[config.mk]
export PLATFORM = sky130hd
export DESIGN_NAME = duty_value_display
export DESIGN_NICKNAME = d
export VERILOG_FILES = /design/src/rtl/duty_value_display.sv
export SDC_FILE = /design/constraint.sdc
export NUM_CORES = 1
export LEC_CHECK = 0
export CORE_ASPECT_RATIO = 0.75
export CORE_MARGIN = 4
export CORE_UTILIZATION = 50
export DETAILED_ROUTE_END_ITERATION = 10
export GPL_TIMING_DRIVEN = 0
export PLACE_DENSITY = 0.78
export SLEW_MARGIN = 5
export SYNTH_ARGS = -nofsm -noshare
export SYNTH_HDL_FRONTEND = slang
export SYNTH_SLANG_ARGS = --single-unit
[constraint.sdc]
create_clock -name clk -period 4 [get_ports clk]
set_input_delay 0.8 -clock clk [delete_from_list [all_inputs] [get_ports clk]]
set_output_delay 0.8 -clock clk [all_outputs]
set_load 0.01 [all_outputs]
[src/rtl/duty_value_display.sv]
// duty_value_display: converts each new 16-bit value to 4-digit BCD with a
// sequential double-dabble engine and scans it onto a multiplexed,
// active-low 4-digit 7-segment display.
module duty_value_display #(
    parameter int REFRESH_BITS = 16,
    parameter bit BLANK_LZ     = 1'b1
) (
    input  logic        clk,
    input  logic        reset,
    input  logic [15:0] value_in,
    output logic        busy,
    output logic [15:0] bcd,
    output logic        overflow,
    output logic [3:0]  an,
    output logic [6:0]  seg,
    output logic        dp
);

    typedef enum logic [1:0] {IDLE, CONVERT, DONE} state_t;

    localparam logic [REFRESH_BITS-1:0] CNT_ONE = {{(REFRESH_BITS-1){1'b0}}, 1'b1};

    state_t                  state, state_nx;
    logic [15:0]             last_value;
    logic [15:0]             operand;
    logic [31:0]             shreg;
    logic [31:0]             adj;
    logic [3:0]              iter;
    logic [REFRESH_BITS-1:0] refresh_cnt;
    logic [1:0]              sel;
    logic [3:0]              digit;
    logic                    blank;

    assign busy = (state != IDLE);

    // 7-segment decode {g,f,e,d,c,b,a}, active low; non-BCD shows blank
    function automatic logic [6:0] seg_map(input logic [3:0] d);
        case (d)
            4'd0:    seg_map = 7'h40;
            4'd1:    seg_map = 7'h79;
            4'd2:    seg_map = 7'h24;
            4'd3:    seg_map = 7'h30;
            4'd4:    seg_map = 7'h19;
            4'd5:    seg_map = 7'h12;
            4'd6:    seg_map = 7'h02;
            4'd7:    seg_map = 7'h78;
            4'd8:    seg_map = 7'h00;
            4'd9:    seg_map = 7'h10;
            default: seg_map = 7'h7F;
        endcase
    endfunction

    // State register
    always_ff @(posedge clk or posedge reset) begin
        if (reset) state <= IDLE;
        else       state <= state_nx;
    end

    // Next-state logic: a change in value_in starts a conversion, only from IDLE
    always_comb begin
        state_nx = state;
        case (state)
            IDLE:    if (value_in != last_value) state_nx = CONVERT;
            CONVERT: if (iter == 4'd15)          state_nx = DONE;
            DONE:    state_nx = IDLE;
            default: state_nx = IDLE;
        endcase
    end

    // Double-dabble add-3 correction on every BCD nibble before the shift
    always_comb begin
        adj = shreg;
        for (int i = 0; i < 4; i++) begin
            if (shreg[16 + 4*i +: 4] >= 4'd5)
                adj[16 + 4*i +: 4] = shreg[16 + 4*i +: 4] + 4'd3;
        end
    end

    // Conversion datapath and result commit (saturates above 9999)
    always_ff @(posedge clk or posedge reset) begin
        if (reset) begin
            last_value <= 16'h0;
            operand    <= 16'h0;
            shreg      <= 32'h0;
            iter       <= 4'd0;
            bcd        <= 16'h0;
            overflow   <= 1'b0;
        end else begin
            case (state)
                IDLE: begin
                    if (value_in != last_value) begin
                        last_value <= value_in;
                        operand    <= value_in;
                        shreg      <= {16'h0, value_in};
                        iter       <= 4'd0;
                    end
                end
                CONVERT: begin
                    shreg <= {adj[30:0], 1'b0};
                    iter  <= iter + 4'd1;
                end
                DONE: begin
                    if (operand > 16'd9999) begin
                        bcd      <= 16'h9999;
                        overflow <= 1'b1;
                    end else begin
                        bcd      <= shreg[31:16];
                        overflow <= 1'b0;
                    end
                end
                default: ;
            endcase
        end
    end

    // Free-running refresh counter; top two bits pick the digit
    always_ff @(posedge clk or posedge reset) begin
        if (reset) refresh_cnt <= '0;
        else       refresh_cnt <= refresh_cnt + CNT_ONE;
    end

    assign sel   = refresh_cnt[REFRESH_BITS-1 -: 2];
    assign digit = bcd[4*sel +: 4];

    // Leading-zero blanking: a digit blanks when it and all higher digits are zero
    always_comb begin
        blank = 1'b0;
        case (sel)
            2'd3: blank = (bcd[15:12] == 4'h0);
            2'd2: blank = (bcd[15:8]  == 8'h0);
            2'd1: blank = (bcd[15:4]  == 12'h0);
            default: blank = 1'b0;
        endcase
        blank = blank & BLANK_LZ;
    end

    // Registered display drive; dp flags overflow on the thousands digit
    always_ff @(posedge clk or posedge reset) begin
        if (reset) begin
            an  <= 4'b1111;
            seg <= 7'h7F;
            dp  <= 1'b1;
        end else begin
            an  <= ~(4'b0001 << sel);
            seg <= blank ? 7'h7F : seg_map(digit);
            dp  <= ~((sel == 2'd3) & overflow);
        end
    end

endmodule

==> parameters.txt <==
Parameter                              Value

Outcome
  Outcome ... finished clean

Cells and area
  Total number of nets in the final design ... 512
  P&R area growth vs syn ... 21.41%
  Post-Route Utilization ... 63.20%
  Share of layout cells above drive strength 1 ... 16.74%
  Number of diodes ... 0

Route
  Detailed Route WL ... 9.817 mm
  Via Count ... 3,276
  Detailed router's first-iteration violation count ... 237
  Number of iterations in the first detailed-routing pass ... 4
  Via/cell ratio ... 5.353
  Wire length per cell after detailed routing ... 16.04 um
  Post-route antenna net violation count ... 0
  Post-route DRC ... 0

Worst setup path
  Critical path, cell by cell ... clkdlybuf4s50_1, xor2_1, nor4_1, nand4_1, nand2b_1, buf_4, buf_6, mux2_2
  Arrival time at the worst endpoint ... 2.94 ns
  Crit start category ... primary input
  Library cell contributing the largest single delay on the critical path ... sky130_fd_sc_hd__clkdlybuf4s50_1
  Required @ worst endpoint ... 4.23 ns
  Worst reg2reg setup slack ... 1.83 ns
  Number of cell instances on the worst register-to-register path ... 7
  Largest driver fanout on the critical path ... 10
  Critical path class ... primary input to flip-flop
  Highest cell delay on the worst timing path ... 0.50 ns
  FF-to-FF Start ... operand[13]
  R2r endpoint ... operand[15]
  Setup crit end kind ... flip-flop

Clock network
  Clock insertion delay at the later pin of the skew report ... 0.34 ns
  CTS Hold Buffers Added ... 0
  TritonCTS clock tree ... done
  Post CTS Setup Buffer Count ... 0
  H-tree depth reported by CTS ... 3
  Number of buffers created by CTS ... 9
  Number of buffers on the longest clock path ... 2
  Post-CTS resize count ... 0
  Clock input transition at the sequential cells of the worst setup and hold paths ... 0.07 ns
  Number of clock sinks seen by CTS ... 99
  Clock Tree Root ... sky130_fd_sc_hd__clkbuf_16

Job
  Max Cap Viol ... 0

Yosys
  Area contributors post-synth ... sky130_fd_sc_hd__dfrtp_1 (45%), sky130_fd_sc_hd__dfstp_2 (6.6%), sky130_fd_sc_hd__mux2_2 (5.6%), sky130_fd_sc_hd__nand2_1 (4.7%), sky130_fd_sc_hd__ha_1 (3.9%)
  Simple logic cell fraction of the synthesized area ... 12.57%
  Register area share after synthesis ... 52.06%
  Synthesized instance count ... 420
  Area share of the leading cell type in the synthesized netlist ... 45.48%
  Synth cell count leaders ... sky130_fd_sc_hd__dfrtp_1 (87), sky130_fd_sc_hd__nand2_1 (60), sky130_fd_sc_hd__mux2_2 (24), sky130_fd_sc_hd__xor2_1 (20)
  Number of synthesis warnings ... 0
  Post-synth EDFFs ... 0
  Cell type contributing the most total cell area after synthesis ... sky130_fd_sc_hd__dfrtp_1
  Synthesized-area fraction occupied by adder cells ... 3.921%
  Share of the synthesized area in compound gates (AO/OA/AOI/OAI) ... 10.59%
  Per-instance average area after synthesis ... 11.40 um2
  Proportion of synthesized area in mux cells ... 10.98%
  Most used DFF post-synth ... sky130_fd_sc_hd__dfrtp_1
  Net Count, Synth ... 453
  Cell with the most instances after synthesis ... sky130_fd_sc_hd__dfrtp_1
  Area share of xor/xnor cells in the synthesized design ... 6.221%
  Share of synthesized flip-flops with an asynchronous set or reset ... 100.0%
  Flip-flop and latch count after synthesis ... 99
  Post-synth design cell area ... 0.004787 mm2
  Largest family of logic cells by synthesized area ... simple AND/OR/NAND/NOR gates
  Library cells used by synthesis ... 42

Global route
  Global-route wire length before repair ... 16.95 mm
  Overflow left after global routing ... 0
  Pin count of the biggest net entering global routing ... 56
  Vias in the first global route ... 3,327
  Number of antenna violations at the first check in global routing ... 0
  GRT Total Usage ... 19.13%

Floorplanning
  Number of top-level design ports ... 48
  Die width ... 121.0 um
  Initial core utilization ... 52.05%
  Chip Height ... 92.74 um
  Core box area ... 0.009196 mm2
  Area of the die ... 0.01122 mm2
  Standard-cell row count ... 30

Timing
  Max-slew violation count ... 0
  Relative slew slack ... 57.80%
  Setup-violating endpoint count in the final report ... 0
  Transition time at the pin with the least slew margin ... 0.6330 ns
  Min Clock Period, post-route ... 2.712 ns
  Max Clock Skew ... 0.007629 ns
  Highest achievable clock rate ... 368.8 MHz
  Setup repair after global routing missed its margin ... false
  Total negative slack for setup checks ... 0 ns
  Post-route fraction of the period consumed by the critical path ... 67.79%
  Hold Violations, Final ... 0

Power and ir drop
  Max IR drop VDD ... 0.0003070 V
  PnR Total Power ... 4.049 mW
  Power density cells ... 696.7 mW/mm2
  Leak pwr ... 2.589 nW

Worst hold path
  Startpoint of the worst hold path ... overflow
  Tightest Hold Check Type ... flip-flop to flip-flop
  Count of cells along the worst hold path ... 1
  Hold Path End ... dp

Placed design
  Number of I/O port buffers ... 47
  Final weighted congestion in routability-driven placement ... 0.7778
  Placed wire-length estimate after detailed placement ... 6.911 mm
per-stage QoR:
stage	std cells	worst slack, ns	hold slack [ns]	instance area, um2
after floorplan	420	0.6294	0.4342	4787
after global placement	595	-0.8223	0.4514	5418
after detailed placement	596	0.9937	0.4589	5448
after CTS	612	1.310	0.4653	5812
after global routing	612	1.167	0.4860	5812
final	612	1.288	0.4633	5812
layer usage:
metal  part of all wire [%]  global-route usage [%]  vias to the layer above  wire length (um)
li1                       -                       -                     1573                 -
met1                     48                   26.27                     1645              4750
met2                     47                   29.91                       46              4601
met3                    3.6                   5.189                       12               353
met4                    1.1                   5.566                        0               112
met5                      0                       0                        -                 0
registers in the layout, indices dropped and copies added, names as in the netlist:
| register | cells |
|---|---|
| shreg | 32 |
| bcd | 16 |
| operand | 16 |
| refresh_cnt | 16 |
| seg | 7 |
| an | 4 |
| iter | 4 |
| state | 2 |
| dp | 1 |
| overflow | 1 |
worst max-delay path, delay by kind of cell:
kind / cells / cell delay, ns
multiplexers: 1 / 0.35
buffers and inverters: 3 / 0.86
XOR/XNOR: 1 / 0.20
AND/OR/NAND/NOR: 3 / 0.72
cell type report:
class,instances,area (um2)
fillers,720,3385
clock inverters,7,138.9
repair buffers,48,498.0
clock buffers,9,225.2
plain buffers,18,115.1
multi-input cells,287,2120
flip-flops and latches,99,2492
inverters,16,62.56
well taps,128,160.2
power by group:
part	total [mW]	internal (mW)	switching [mW]
sequential	1.62	1.33	0.291
combinational	1.39	0.735	0.650
clock	1.05	0.674	0.371
total	4.05	2.74	1.31
worst max-delay path by stage:
stage / start / end / slack [ns] / depth (start not counted)
6_report: value_in[13] / operand[15] / 1.29 / 8
5_1_grt: value_in[13] / operand[4] / 1.17 / 8
3_3_place_gp: reset / operand[2] / -0.82 / 2
3_5_place_dp: value_in[10] / operand[3] / 0.99 / 8
4_1_cts: value_in[13] / operand[15] / 1.31 / 8
2_1_floorplan: reset / bcd[0] / 0.63 / 1
kinds of logic (layout without fill, tap and decap cells):
kind of cell / count (synthesis) / count (layout)
buffers and inverters: 34 / 98
XOR/XNOR: 34 / 34
AND/OR/NAND/NOR: 128 / 128
adder cells (fa/ha/maj): 15 / 15
multiplexers: 40 / 40
flip-flops: 99 / 99
AO/OA/AOI/OAI: 70 / 70
placed cells by master (no fill, tap or decap), drive strengths merged, types with 2 or more instances in the layout:
cell type / netlist / routed
and3: 3 / 3
or2: 2 / 2
ha: 15 / 15
buf: 10 / 11
dfstp: 12 / 12
a22o: 15 / 15
nand2b: 11 / 11
nor3b: 7 / 7
a21o: 4 / 4
nand3: 14 / 14
inv: 16 / 17
nand4: 2 / 2
nand2: 60 / 60
nor4: 8 / 8
o21ai: 17 / 17
xor2: 20 / 20
mux2: 33 / 33
xnor2: 14 / 14
nor2: 16 / 16
a21oi: 16 / 16
o2bb2ai: 7 / 7
mux4: 4 / 4
bufinv: 0 / 4
o22a: 4 / 4
clkinv: 0 / 2
dfrtp: 87 / 87
clkdlybuf4s50: 0 / 47
nor2b: 2 / 2
clkbuf: 8 / 17
mux2i: 3 / 3
No activity file was read; power rests on OpenSTA's default activity.
